File: src/rtl/pipe_pkg.sv
// rtl/pipe_pkg.sv - shared pipeline types and constants for the MIPS core
package pipe_pkg;

  localparam int REG_W = 5;
  localparam int WB_W  = 2;
  localparam int MEM_W = 2;
  localparam int EX_W  = 4;

  localparam logic [REG_W-1:0] REG_ZERO = 5'd0;

  typedef enum logic {RUN, BUSY} state_e;

  // Control bundle carried in ID/EX; id_ex_flush zeroes all of it.
  typedef struct packed {
    logic [WB_W-1:0]  wb;
    logic [MEM_W-1:0] mem;
    logic [EX_W-1:0]  ex;
  } ctrl_t;

endpackage

File: src/rtl/load_use_detect.sv
// rtl/load_use_detect.sv - load-use comparison between the load in EX and the reader in ID
module load_use_detect
  import pipe_pkg::*;
(
  input  logic             ex_mem_read_i,
  input  logic [REG_W-1:0] ex_rt_i,
  input  logic [REG_W-1:0] id_rs_i,
  input  logic [REG_W-1:0] id_rt_i,
  input  logic             id_uses_rt_i,
  output logic             lu_o
);

  // $0 is hardwired, so a load targeting it never creates a dependency.
  assign lu_o = ex_mem_read_i && (ex_rt_i != REG_ZERO) &&
                ((ex_rt_i == id_rs_i) || (id_uses_rt_i && (ex_rt_i == id_rt_i)));

endmodule

File: src/rtl/hazard_ctrl.sv
// rtl/hazard_ctrl.sv - pipeline stall/flush controller with MDU occupancy tracking
module hazard_ctrl
  import pipe_pkg::*;
#(
  parameter int MDU_LAT = 32,
  parameter int CNT_W   = 6
) (
  input  logic             clk,
  input  logic             rst,
  input  logic [REG_W-1:0] id_rs,
  input  logic [REG_W-1:0] id_rt,
  input  logic             id_uses_rt,
  input  logic             id_is_mdu,
  input  logic             id_reads_hilo,
  input  logic             branch_taken,
  input  logic             ex_mem_read,
  input  logic [REG_W-1:0] ex_rt,
  input  logic             ext_stall,
  output logic             pc_en,
  output logic             if_id_en,
  output logic             if_id_flush,
  output logic             id_ex_en,
  output logic             id_ex_flush,
  output logic             mdu_start,
  output logic             mdu_busy
);

  localparam logic [CNT_W-1:0] LAT_M1 = CNT_W'(MDU_LAT - 1);

  state_e           state_q, state_d;
  logic [CNT_W-1:0] cnt_q, cnt_d;
  logic             lu, mh, stall;

  load_use_detect u_lu (
    .ex_mem_read_i (ex_mem_read),
    .ex_rt_i       (ex_rt),
    .id_rs_i       (id_rs),
    .id_rt_i       (id_rt),
    .id_uses_rt_i  (id_uses_rt),
    .lu_o          (lu)
  );

  assign mh    = (state_q == BUSY) && (id_is_mdu || id_reads_hilo);
  assign stall = lu || mh;

  always_comb begin
    pc_en       = 1'b0;
    if_id_en    = 1'b0;
    if_id_flush = 1'b0;
    id_ex_en    = 1'b0;
    id_ex_flush = 1'b0;
    mdu_start   = 1'b0;
    if (rst || ext_stall) begin
      // frozen: nothing moves
    end else if (stall) begin
      id_ex_en    = 1'b1;
      id_ex_flush = 1'b1;
    end else begin
      pc_en       = 1'b1;
      if_id_en    = 1'b1;
      id_ex_en    = 1'b1;
      if_id_flush = branch_taken;
      mdu_start   = id_is_mdu;
    end
  end

  assign mdu_busy = !rst && (state_q == BUSY);

  // The MDU runs on its own, so the counter advances even under ext_stall.
  always_comb begin
    state_d = state_q;
    cnt_d   = cnt_q;
    case (state_q)
      RUN: begin
        if (mdu_start) begin
          state_d = BUSY;
          cnt_d   = LAT_M1;
        end
      end
      BUSY: begin
        if (cnt_q == '0) begin
          state_d = RUN;
        end else begin
          cnt_d = cnt_q - 1'b1;
        end
      end
      default: state_d = RUN;
    endcase
  end

  always_ff @(posedge clk) begin
    if (rst) begin
      state_q <= RUN;
      cnt_q   <= '0;
    end else begin
      state_q <= state_d;
      cnt_q   <= cnt_d;
    end
  end

endmodule

File: config.mk
export PLATFORM = sky130hd
export DESIGN_NAME = hazard_ctrl
export DESIGN_NICKNAME = d
export VERILOG_FILES = /design/src/rtl/pipe_pkg.sv /design/src/rtl/load_use_detect.sv /design/src/rtl/hazard_ctrl.sv
export SDC_FILE = /design/constraint.sdc
export NUM_CORES = 1
export LEC_CHECK = 0
export ABC_CLOCK_PERIOD_IN_PS = 1900
export BUFFER_PORTS_ARGS = -buffer_cell sky130_fd_sc_hd__buf_2
export CORE_MARGIN = 4
export CORE_UTILIZATION = 43
export DETAILED_ROUTE_END_ITERATION = 8
export PLACE_DENSITY = 0.88
export SLEW_MARGIN = 15
export SYNTH_ARGS = -nofsm -noshare
export SYNTH_HDL_FRONTEND = slang
export SYNTH_SLANG_ARGS = --single-unit
export TNS_END_PERCENT = 10
File: constraint.sdc
create_clock -name clk -period 1.9 [get_ports clk]
set_input_delay 0.19 -clock clk [delete_from_list [all_inputs] [get_ports clk]]
set_output_delay 0.19 -clock clk [all_outputs]
set_load 0.02 [all_outputs]
==> results of run 1 <==
-- sequential cells by signal (all words and copies together) (netlist names) --
register	flops
cnt_q	6
state_q	1
-- worst max-delay path by stage --
stage / start / to / slack (ns)
3_3_place_gp: ex_rt[0] / pc_en / 0.05
3_5_place_dp: ex_rt[0] / if_id_en / 0.04
5_1_grt: ex_rt[0] / if_id_en / -0.02
4_1_cts: ex_rt[0] / if_id_en / 0.04
6_report: ex_rt[0] / pc_en / 0.06
2_1_floorplan: ex_rt[0] / pc_en / 0.02
-- through the flow --
step	power (W)	area, um^2	hold WS (ns)
6_report	0.000505	785	0.250
5_1_grt	0.000543	785	0.253
4_1_cts	0.000511	781	0.244
3_5_place_dp	0.000365	754	0.507
3_3_place_gp	0.000356	754	0.481
2_1_floorplan	0.000308	606	0.419
-- routing by layer --
layer | wire length, um | global-route usage | vias up
li1 | - | - | 330
met1 | 560 | 0.167 | 287
met2 | 792 | 0.277 | 39
met4 | 19 | 0.0526 | 0
met3 | 156 | 0.0518 | 5
met5 | 0 | 0 | -
-- cell usage in the layout (no fill, tap or decap) --
cell / instances
a211oi_1: 3
a21bo_2: 1
a21boi_2: 1
a21oi_1: 2
a31oi_2: 1
a32o_1: 1
and3_1: 1
buf_2: 29
clkbuf_1: 1
clkbuf_4: 3
dfxtp_1: 7
ha_1: 1
inv_1: 3
nand2_1: 3
nand2b_1: 3
nand3_1: 7
nand3b_1: 1
nand4b_1: 1
nor2_1: 10
nor2b_1: 1
nor3_1: 3
nor4_1: 1
nor4_4: 1
nor4b_2: 1
o21a_1: 3
o21ai_0: 3
o21ai_4: 1
o41ai_2: 1
or4_1: 1
xnor2_1: 3
xor2_1: 7
-- cell families (layout without fill, tap and decap cells) --
kind of cell	count (synthesis)	count (layout)	synth area share
buffers and inverters	6	36	0.0445
DFF	7	7	0.237
adders and majority gates	1	1	0.0212
and+or+nand+nor	34	34	0.307
xor gates and xnor gates	10	10	0.148
AOI/OAI and AO/OA	17	17	0.242
-- power breakdown --
group | internal, W | switching, W | leakage (nW)
logic | 0.0000815 | 0.0000956 | 0.274
clock network | 0.0000805 | 0.0000608 | 0.0150
registers | 0.000164 | 0.0000230 | 0.0576
total | 0.000326 | 0.000179 | 0.347
-- final cells by class --
| type | count | area share |
|---|---|---|
| Sequential cell | 7 | 0.179 |
| Multi-Input combinational cell | 62 | 0.565 |
| Inverter | 3 | 0.0144 |
| Clock buffer | 4 | 0.0335 |
| Tap cell | 15 | 0.0239 |
| Timing Repair Buffer | 29 | 0.185 |
==> flow_metrics.tcl, run 1 <==
set metrics [dict create \
    hp-start "rst" \
    wl_per_cell_um 12.7 \
    end_kind "primary output" \
    hold_class "primary input to flip-flop" \
    path_delay_family "simple AND/OR/NAND/NOR gates" \
    syn_area_per_cell_um2 7.87 \
    synth_cells 75 \
    clk_pin_slew_worst_paths_ns 0.05 \
    grt_pass1_wl_um 2350 \
    critPathSlowestCell "or4_1" \
    ys_top_cells_by_area "dfxtp_1 (24%), xor2_1 (10%), nor2_1 (6.4%)" \
    grt-ovfl-total 0 \
    vias 661 \
    die_w_um 45.1 \
    fin_util 0.603 \
    n_fill_cell 124 \
    slowest_delay_ns 0.51 \
    clk_root_buffer_cell "clkbuf_4" \
    synth_seq_area_share 0.237 \
    setup_viol 0 \
    path_common_cell "buf_2" \
    cts_tree "built" \
    multi_input_area_um2 443 \
    rows 13 \
    syn_nets 99 \
    finalNonFillerCells 120 \
    netlist_area_um2 591 \
    postRouteAntennaNets 0 \
    leakagePower_nw 0.347 \
    hold_viol 0 \
    ff2ff_setup_slack_ns 0.16 \
    synthFlopType "dfxtp_1" \
    synth_most_common_cell "nor2_1" \
    grt_max_degree 13 \
    finalCritPeriodShare 0.969 \
    synthTopCellsByCount "nor2_1 (10), dfxtp_1 (7), nand3_1 (7), xor2_1 (7)" \
    timing.rr.start "cnt_q[0]" \
    ys_ff_latch 7 \
    worstRegToRegCells 7 \
    rsz0062_at_grt "true" \
    die_y_um 45.1 \
    num_antenna_cells 0 \
    gp_congestion 0.858 \
    drt_wl_total_um 1530 \
    track_usage 0.154 \
    clock_latency_ns 0.26 \
    clockBufferDepth 2 \
    async_flop_share 0 \
    worstHoldEndpoint "state_q" \
    status "completed" \
    critPathLaunchType "primary input" \
    worst_slew_pin_slew_ns 0.439 \
    ys_warn_count 0 \
    numCtsBuffers 3 \
    cp.depth 6 \
    die_area_um2 2030 \
    peakVddDrop_uv 344 \
    grt_antenna_before_repair 0 \
    fmax_mhz 543 \
    setup_ws_ns 0.0589 \
    maxCapViolCount 0 \
    cts_resized 0 \
    ios 30 \
    final_nets 130 \
    critPathArrivalTime_ns 1.65 \
    coreArea_um2 1300 \
    syn2layout_area_growth_pct 32.8 \
    drv_slew 0 \
    postCtsHoldBufs 0 \
    slew_headroom 0.704 \
    fin_skew_ns 0.00476 \
    synth_top_area_cell "dfxtp_1" \
    path_cells "buf_2 > or4_1 > o21a_1 > a21boi_2 > nor4_4 > buf_2" \
    synth-edff-count 0 \
    portBuffers 29 \
    synth_top_area_frac 0.237 \
    r2r_end "cnt_q[1]" \
    worstPathMaxFanout 4 \
    ff_latch_area_um2 140 \
    synth_cell_types 29 \
    dp_cells 116 \
    setup.worst_path.class "primary input to primary output" \
    cts_setup_buffers 0 \
    htree_levels 1 \
    cts_sinks 7 \
    drc 0 \
    pre_cts_ws_ns 0.0449 \
    grt_pass1_vias 590 \
    dr.pass1.iters 4 \
    min_path_cells 2 \
    fin_crit_ns 1.84 \
    drive_gt1_frac 0.371 \
    avgViaCountPerCell 5.51 \
    start_util 0.454 \
    cp.buffers_inverters 2 \
    fin_tns_setup_ns 0 \
    drt_iter0_drc 13 \
    critPathRequiredTime_ns 1.71 \
    cellPowerDensity_nw_per_um2 644 \
    hpwl_um 1230 \
]
Note: power is estimated with default switching activity, not from simulation.
==> inputs of run 2 (changes only) <==
- CELL_PAD_IN_SITES_DETAIL_PLACEMENT: default -> 1
- CELL_PAD_IN_SITES_GLOBAL_PLACEMENT: default -> 2
- CORE_ASPECT_RATIO: default -> 1.75
- CORE_UTILIZATION: 43 -> 23
- PLACE_DENSITY: 0.88 -> 0.89
- SYNTH_HIERARCHICAL: default -> 1
==> run 2 against run 1 <==
Net effect:
- fmax barely moved
- non-clock buffer count rose by 9
- first-iteration DRC count rose by 92%
- synthesized area fell by 3.6%
- worst hold slack improved by 0.039 ns
- highest routed layer unchanged
- core utilization fell by 20 points
- die area rose by 66%
- largest cell class unchanged
- total power rose by 19%
- largest power group is now clock
- setup slack improved by 0.00080 ns
- wire length rose by 39%
==> flow_metrics.tcl, run 2 <==
set metrics [dict create \
    timing.rr.start "state_q" \
    dr.pass1.iters 4 \
    wl_per_cell_um 15.9 \
    maxCapViolCount 0 \
    hpwl_um 1640 \
    die_y_um 73.8 \
    worst_slew_pin_slew_ns 0.334 \
    portBuffers 29 \
    drt_wl_total_um 2120 \
    grt_antenna_before_repair 0 \
    worstPathMaxFanout 3 \
    critPathRequiredTime_ns 1.71 \
    grt-ovfl-total 0 \
    final_common_cell "buf_2" \
    clock_power_share 0.365 \
    finalCritPeriodShare 0.969 \
    regMostFlops "cnt_q" \
    rsz0062_at_grt "true" \
    synth_cell_types 34 \
    numCtsBuffers 3 \
    biggestRegsByFlops "cnt_q: 6 flops, state_q: 1 flops" \
    postRouteAntennaNets 0 \
    fmax_mhz 543 \
    clk_pin_slew_worst_paths_ns 0.04 \
    die_w_um 45.6 \
    grt_pass1_wl_um 3330 \
    drive_gt1_frac 0.491 \
    rows 23 \
    htree_levels 1 \
    syn_nets 94 \
    crit_end "mdu_start" \
    largest_reg_flops 6 \
    start_util 0.244 \
    vias 683 \
    grt_max_degree 11 \
    fin_util 0.398 \
    r2r_end "cnt_q[5]" \
    fin_crit_ns 1.84 \
    seqPwrFrac 0.298 \
    avgViaCountPerCell 5.14 \
    syn_area_per_cell_um2 8.25 \
    syn2layout_area_growth_pct 63.1 \
    clk_root_buffer_cell "clkbuf_8" \
    synth-edff-count 0 \
    p_switching_w 0.000192 \
    hold_class "primary input to flip-flop" \
    power.total_w 0.000602 \
    n_fill_cell 303 \
    status "completed" \
    clockBufferDepth 2 \
    synth_seq_area_share 0.246 \
    track_usage 0.141 \
    hold_viol 0 \
    setup_viol 0 \
    p_int_w 0.000410 \
    leakagePower_nw 0.397 \
    drc 0 \
    synthTopCellsByCount "dfxtp_1 (7), xor2_1 (7), a21oi_1 (6)" \
    final_cell_mix "buf_2 (26), dfxtp_1 (7), buf_6 (6), buf_4 (6), a21oi_1 (5)" \
    async_flop_share 0 \
    ys_ff_latch 7 \
    gp_congestion 0.754 \
    ys_warn_count 6 \
    clock_latency_ns 0.23 \
    synth_top_area_frac 0.246 \
    netlist_area_um2 569 \
    slew_headroom 0.777 \
    ys_top_cells_by_area "dfxtp_1 (25%), xor2_1 (11%), a21oi_1 (5.3%)" \
    critPathArrivalTime_ns 1.65 \
    synth_cells 69 \
    coreArea_um2 2330 \
    drt_iter0_drc 25 \
    ios 30 \
    cts_tree "built" \
    fin_skew_ns 0.00201 \
    worstRegToRegCells 3 \
    cts_sinks 7 \
    num_antenna_cells 0 \
    critPathLaunchType "primary input" \
    cellPowerDensity_nw_per_um2 648 \
    grt_pass1_vias 783 \
    synth_top_area_cell "dfxtp_1" \
    end_kind "primary output" \
    p_sw_frac 0.319 \
    die_area_um2 3370 \
    drv_slew 0 \
    cp-startpoint "ex_rt[0]" \
    ff2ff_setup_slack_ns 0.24 \
    synthFlopType "dfxtp_1" \
    hold_slack_ns 0.289 \
    combPwrFrac 0.337 \
    final_nets 134 \
    setup.worst_path.class "primary input to primary output" \
    peakVddDrop_uv 197 \
]
[run 2: cell types whose count changed after synthesis, sizes merged, moves of 3 or more]
cell | previous run | this run
nand3 | 7 | 2
and2 | 0 | 3
nand2b | 3 | 0
nor2 | 10 | 2
a21oi | 2 | 6
[run 2: timing repair]
action                                  4_1_cts  5_1_grt
resized for setup                             7        8
hold buffers                                  0        0
pin swaps                                     5        6
endpoints found under the setup margin        2        5
cloned                                        0        0
buffers inserted                              0        2
[run 2: worst min-delay path by stage]
stage                         start        to  slack (ns)  depth (start not counted)
after floorplan           ext_stall  if_id_en        0.42                          1
after global placement          rst  cnt_q[3]        0.52                          2
after detailed placement   cnt_q[4]  cnt_q[4]        0.52                          2
after CTS                       rst  cnt_q[3]        0.29                          2
after global routing            rst  cnt_q[3]        0.31                          2
final                           rst  cnt_q[3]        0.29                          2
[run 2: area by class of cell]
| class | count | area (um^2) | share of cell area |
|---|---|---|---|
| multi-input combinational | 56 | 458 | 0.493 |
| timing repair buffer | 38 | 243 | 0.261 |
| sequential | 7 | 140 | 0.151 |
| clock buffer | 4 | 45.0 | 0.0485 |
| tap | 25 | 31.3 | 0.0337 |
| inverter | 3 | 11.3 | 0.0121 |
[run 2: critical path: stages]
cell	delay, ns
buf_6	0.09
buf_6	0.11
xor2_2	0.14
nor4_2	0.30
nand3_1	0.14
a21oi_2	0.19
buf_6	0.14
nor3b_4	0.04
and2_1	0.17
buf_6	0.13
[run 2: cell families after synthesis]
logic type / synth area share
simple gates: 0.281
xor+xnor: 0.154
compound gates: 0.226
buf+inv: 0.0483
flops: 0.246
fa+ha+maj: 0.0439
[run 2: metrics by stage]
stage                     instances  cell area, um^2  setup WS (ns)  TNS [ns]
after detailed placement        127              797         -0.156    -0.601
after CTS                       131              871        0.00175         0
after global routing            133              928        -0.0238   -0.0497
final                           133              928         0.0597         0
after global placement          127              797        -0.0934    -0.265
after floorplan                  69              584        -0.0843   -0.0843
[run 2: power groups by stage]
stage / clock network [W] / registers [W] / logic (W)
3_3_place_gp: 0 / 0.000180 / 0.000175
2_1_floorplan: 0 / 0.000176 / 0.000108
6_report: 0.000220 / 0.000180 / 0.000203
5_1_grt: 0.000226 / 0.000183 / 0.000225
3_5_place_dp: 0 / 0.000181 / 0.000181
4_1_cts: 0.000222 / 0.000179 / 0.000190
[run 2: routing by layer]
metal	track usage	wire, um	vias to the layer above
met2	0.264	1250	34
met1	0.103	567	316
met5	0	0	-
met3	0.0490	188	9
met4	0.114	110	0
li1	-	-	324
==> inputs of run 3 (changes only) <==
- ABC_AREA: default -> 1
- CORE_UTILIZATION: 23 -> 21
- PLACE_DENSITY: 0.89 -> 0.83
==> run 3 against run 2 <==
Net effect:
- total power is 5.8% lower
- register-to-register slack better by 0.37 ns
- die area is 29% higher
- critical path type unchanged
- critical endpoint is now if_id_flush
==> flow_metrics.tcl, run 3 <==
set metrics [dict create \
    status "completed" \
    fin_crit_ns 1.51 \
    final_nets 187 \
    num_antenna_cells 0 \
    drt_iter0_drc 9 \
    postRouteAntennaNets 0 \
    hpwl_um 1990 \
    htree_levels 1 \
    hold_class "primary input to flip-flop" \
    cts_sinks 7 \
    hold_viol 0 \
    setup_viol 0 \
    worst_slew_pin_slew_ns 0.285 \
    wl_per_cell_um 11.0 \
    slowest_delay_ns 0.20 \
    critPathArrivalTime_ns 1.32 \
    clk_root_buffer_cell "clkbuf_8" \
    clk_pin_slew_worst_paths_ns 0.04 \
    end_kind "primary output" \
    regMostFlops "cnt_q" \
    final_cell_mix "nand2_1 (42), buf_2 (29), inv_1 (22)" \
    biggestRegsByFlops "cnt_q: 6 flops, state_q: 1 flops" \
    leakagePower_nw 0.540 \
    drt_wl_total_um 2250 \
    ys_warn_count 6 \
    dr.pass1.iters 4 \
    clockBufferDepth 2 \
    start_util 0.219 \
    grt_antenna_before_repair 0 \
    grt_max_degree 11 \
    synthFlopType "dfxtp_1" \
    grt-ovfl-total 0 \
    synth_most_common_cell "nand2_1" \
    die_y_um 84.2 \
    netlist_area_um2 697 \
    n_fill_cell 473 \
    largest_reg_flops 6 \
    synth_seq_area_share 0.201 \
    cts_tree "built" \
    synth_top_area_frac 0.226 \
    synthSimpleGateAreaFrac 0.512 \
    rows 27 \
    critPathSlowestCell "nor3b_1" \
    grt_pass1_vias 983 \
    vias 913 \
    async_flop_share 0 \
    rsz0062_at_grt "false" \
    synthTopCellsByCount "nand2_1 (42), inv_1 (22), nor2_1 (21)" \
    ys_top_cells_by_area "nand2_1 (23%), dfxtp_1 (20%), inv_1 (12%)" \
    synth_cell_types 18 \
    synth_cells 129 \
    synth-edff-count 0 \
    gp_congestion 0.766 \
    drv_slew 0 \
    synth_top_family_by_area "simple AND/OR/NAND/NOR gates" \
    synth_fa_ha_area_frac 0.0359 \
    syn_nets 154 \
    portBuffers 29 \
    die_area_um2 4340 \
    grt_pass1_wl_um 3960 \
    critPathRequiredTime_ns 1.71 \
    path_common_cell "buf_2" \
    fin_tns_setup_ns 0 \
    ios 30 \
    clock_latency_ns 0.23 \
    cellPowerDensity_nw_per_um2 607 \
    ys_ff_latch 7 \
    worstPathMaxFanout 4 \
    avgViaCountPerCell 4.48 \
    syn2layout_area_growth_pct 33.9 \
    fin_skew_ns 0.000783 \
    critPathLaunchType "primary input" \
    coreArea_um2 3180 \
    slew_headroom 0.810 \
    synth_top_area_cell "nand2_1" \
    final_common_cell "nand2_1" \
    numCtsBuffers 3 \
    cts_resized 0 \
    drive_gt1_frac 0.236 \
    path_cells "buf_2 > nor2_1 > nand3_1 > o21ai_0 > a21oi_1 > inv_1 > nand2_1 > nor3b_1 > buf_2" \
    cts_setup_buffers 0 \
    drc 0 \
    syn_area_per_cell_um2 5.40 \
    track_usage 0.114 \
    finalCritPeriodShare 0.793 \
    fmax_mhz 664 \
    synth_xor_area_frac 0.0126 \
    maxCapViolCount 0 \
    synth_compound_area_frac 0.0987 \
    power.total_w 0.000567 \
    peakVddDrop_uv 171 \
    synth_mux_area_frac 0 \
    postCtsHoldBufs 0 \
    die_w_um 51.5 \
    setup.worst_path.class "primary input to primary output" \
]
[run 3: changes by cell type in the layout (fill, tap and decap cells not counted), sizes merged, moves of 3 or more]
cell,delta
and2,-3
buf,-9
inv,+21
nand2,+39
nand3,+10
nor2,+20
o21ai,+3
xor2,-7
[run 3: worst paths after layout]
check	startpoint	endpoint	slack (ns)	cells past startpoint
max	ex_rt[1]	if_id_flush	0.39	9
min	rst	cnt_q[1]	0.27	2
max reg2reg	cnt_q[0]	cnt_q[2]	0.61	7
min reg2reg	cnt_q[0]	cnt_q[0]	0.53	3
[run 3: metrics by stage]
stage	setup WS, ns	std cells	utilization	hold slack, ns	cell area (um^2)
after detailed placement	0.348	200	0.280	0.519	888
final	0.393	204	0.294	0.269	933
after global routing	0.145	204	0.294	0.298	933
after floorplan	0.467	129	-	0.259	697
after CTS	0.347	204	0.294	0.279	933
after global placement	0.377	200	0.280	0.504	888
[run 3: cell type report]
type | instances | area [um^2] | share of cell area
clock buffers | 4 | 45.0 | 0.0483
inverters | 24 | 90.1 | 0.0965
multi-input cells | 97 | 459 | 0.492
flip-flops and latches | 7 | 140 | 0.150
well taps | 43 | 53.8 | 0.0576
repair buffers | 29 | 145 | 0.155
[run 3: cells by family after synthesis]
logic type,count (synthesis)
DFF,7
buffers and inverters,25
adders and majority gates,2
and+or+nand+nor,81
AOI/OAI and AO/OA,13
xor gates and xnor gates,1
[run 3: layer usage]
metal	global-route usage	up-vias	part of all wire
met4	0.0286	0	0.012
met2	0.241	23	0.59
met3	0.0213	5	0.044
met5	0	-	0
met1	0.101	423	0.35
li1	-	462	-
[run 3: where the power goes]
part	internal, W	switching, W
Clock	0.000146	0.0000691
Combinational	0.0000709	0.000109
Sequential	0.000159	0.0000126
[run 3: critical path: cells and delay by family]
family,cells,cell delay (ns)
AO/OA/AOI/OAI,2,0.21
AND/OR/NAND/NOR,4,0.47
buffers and inverters,3,0.45
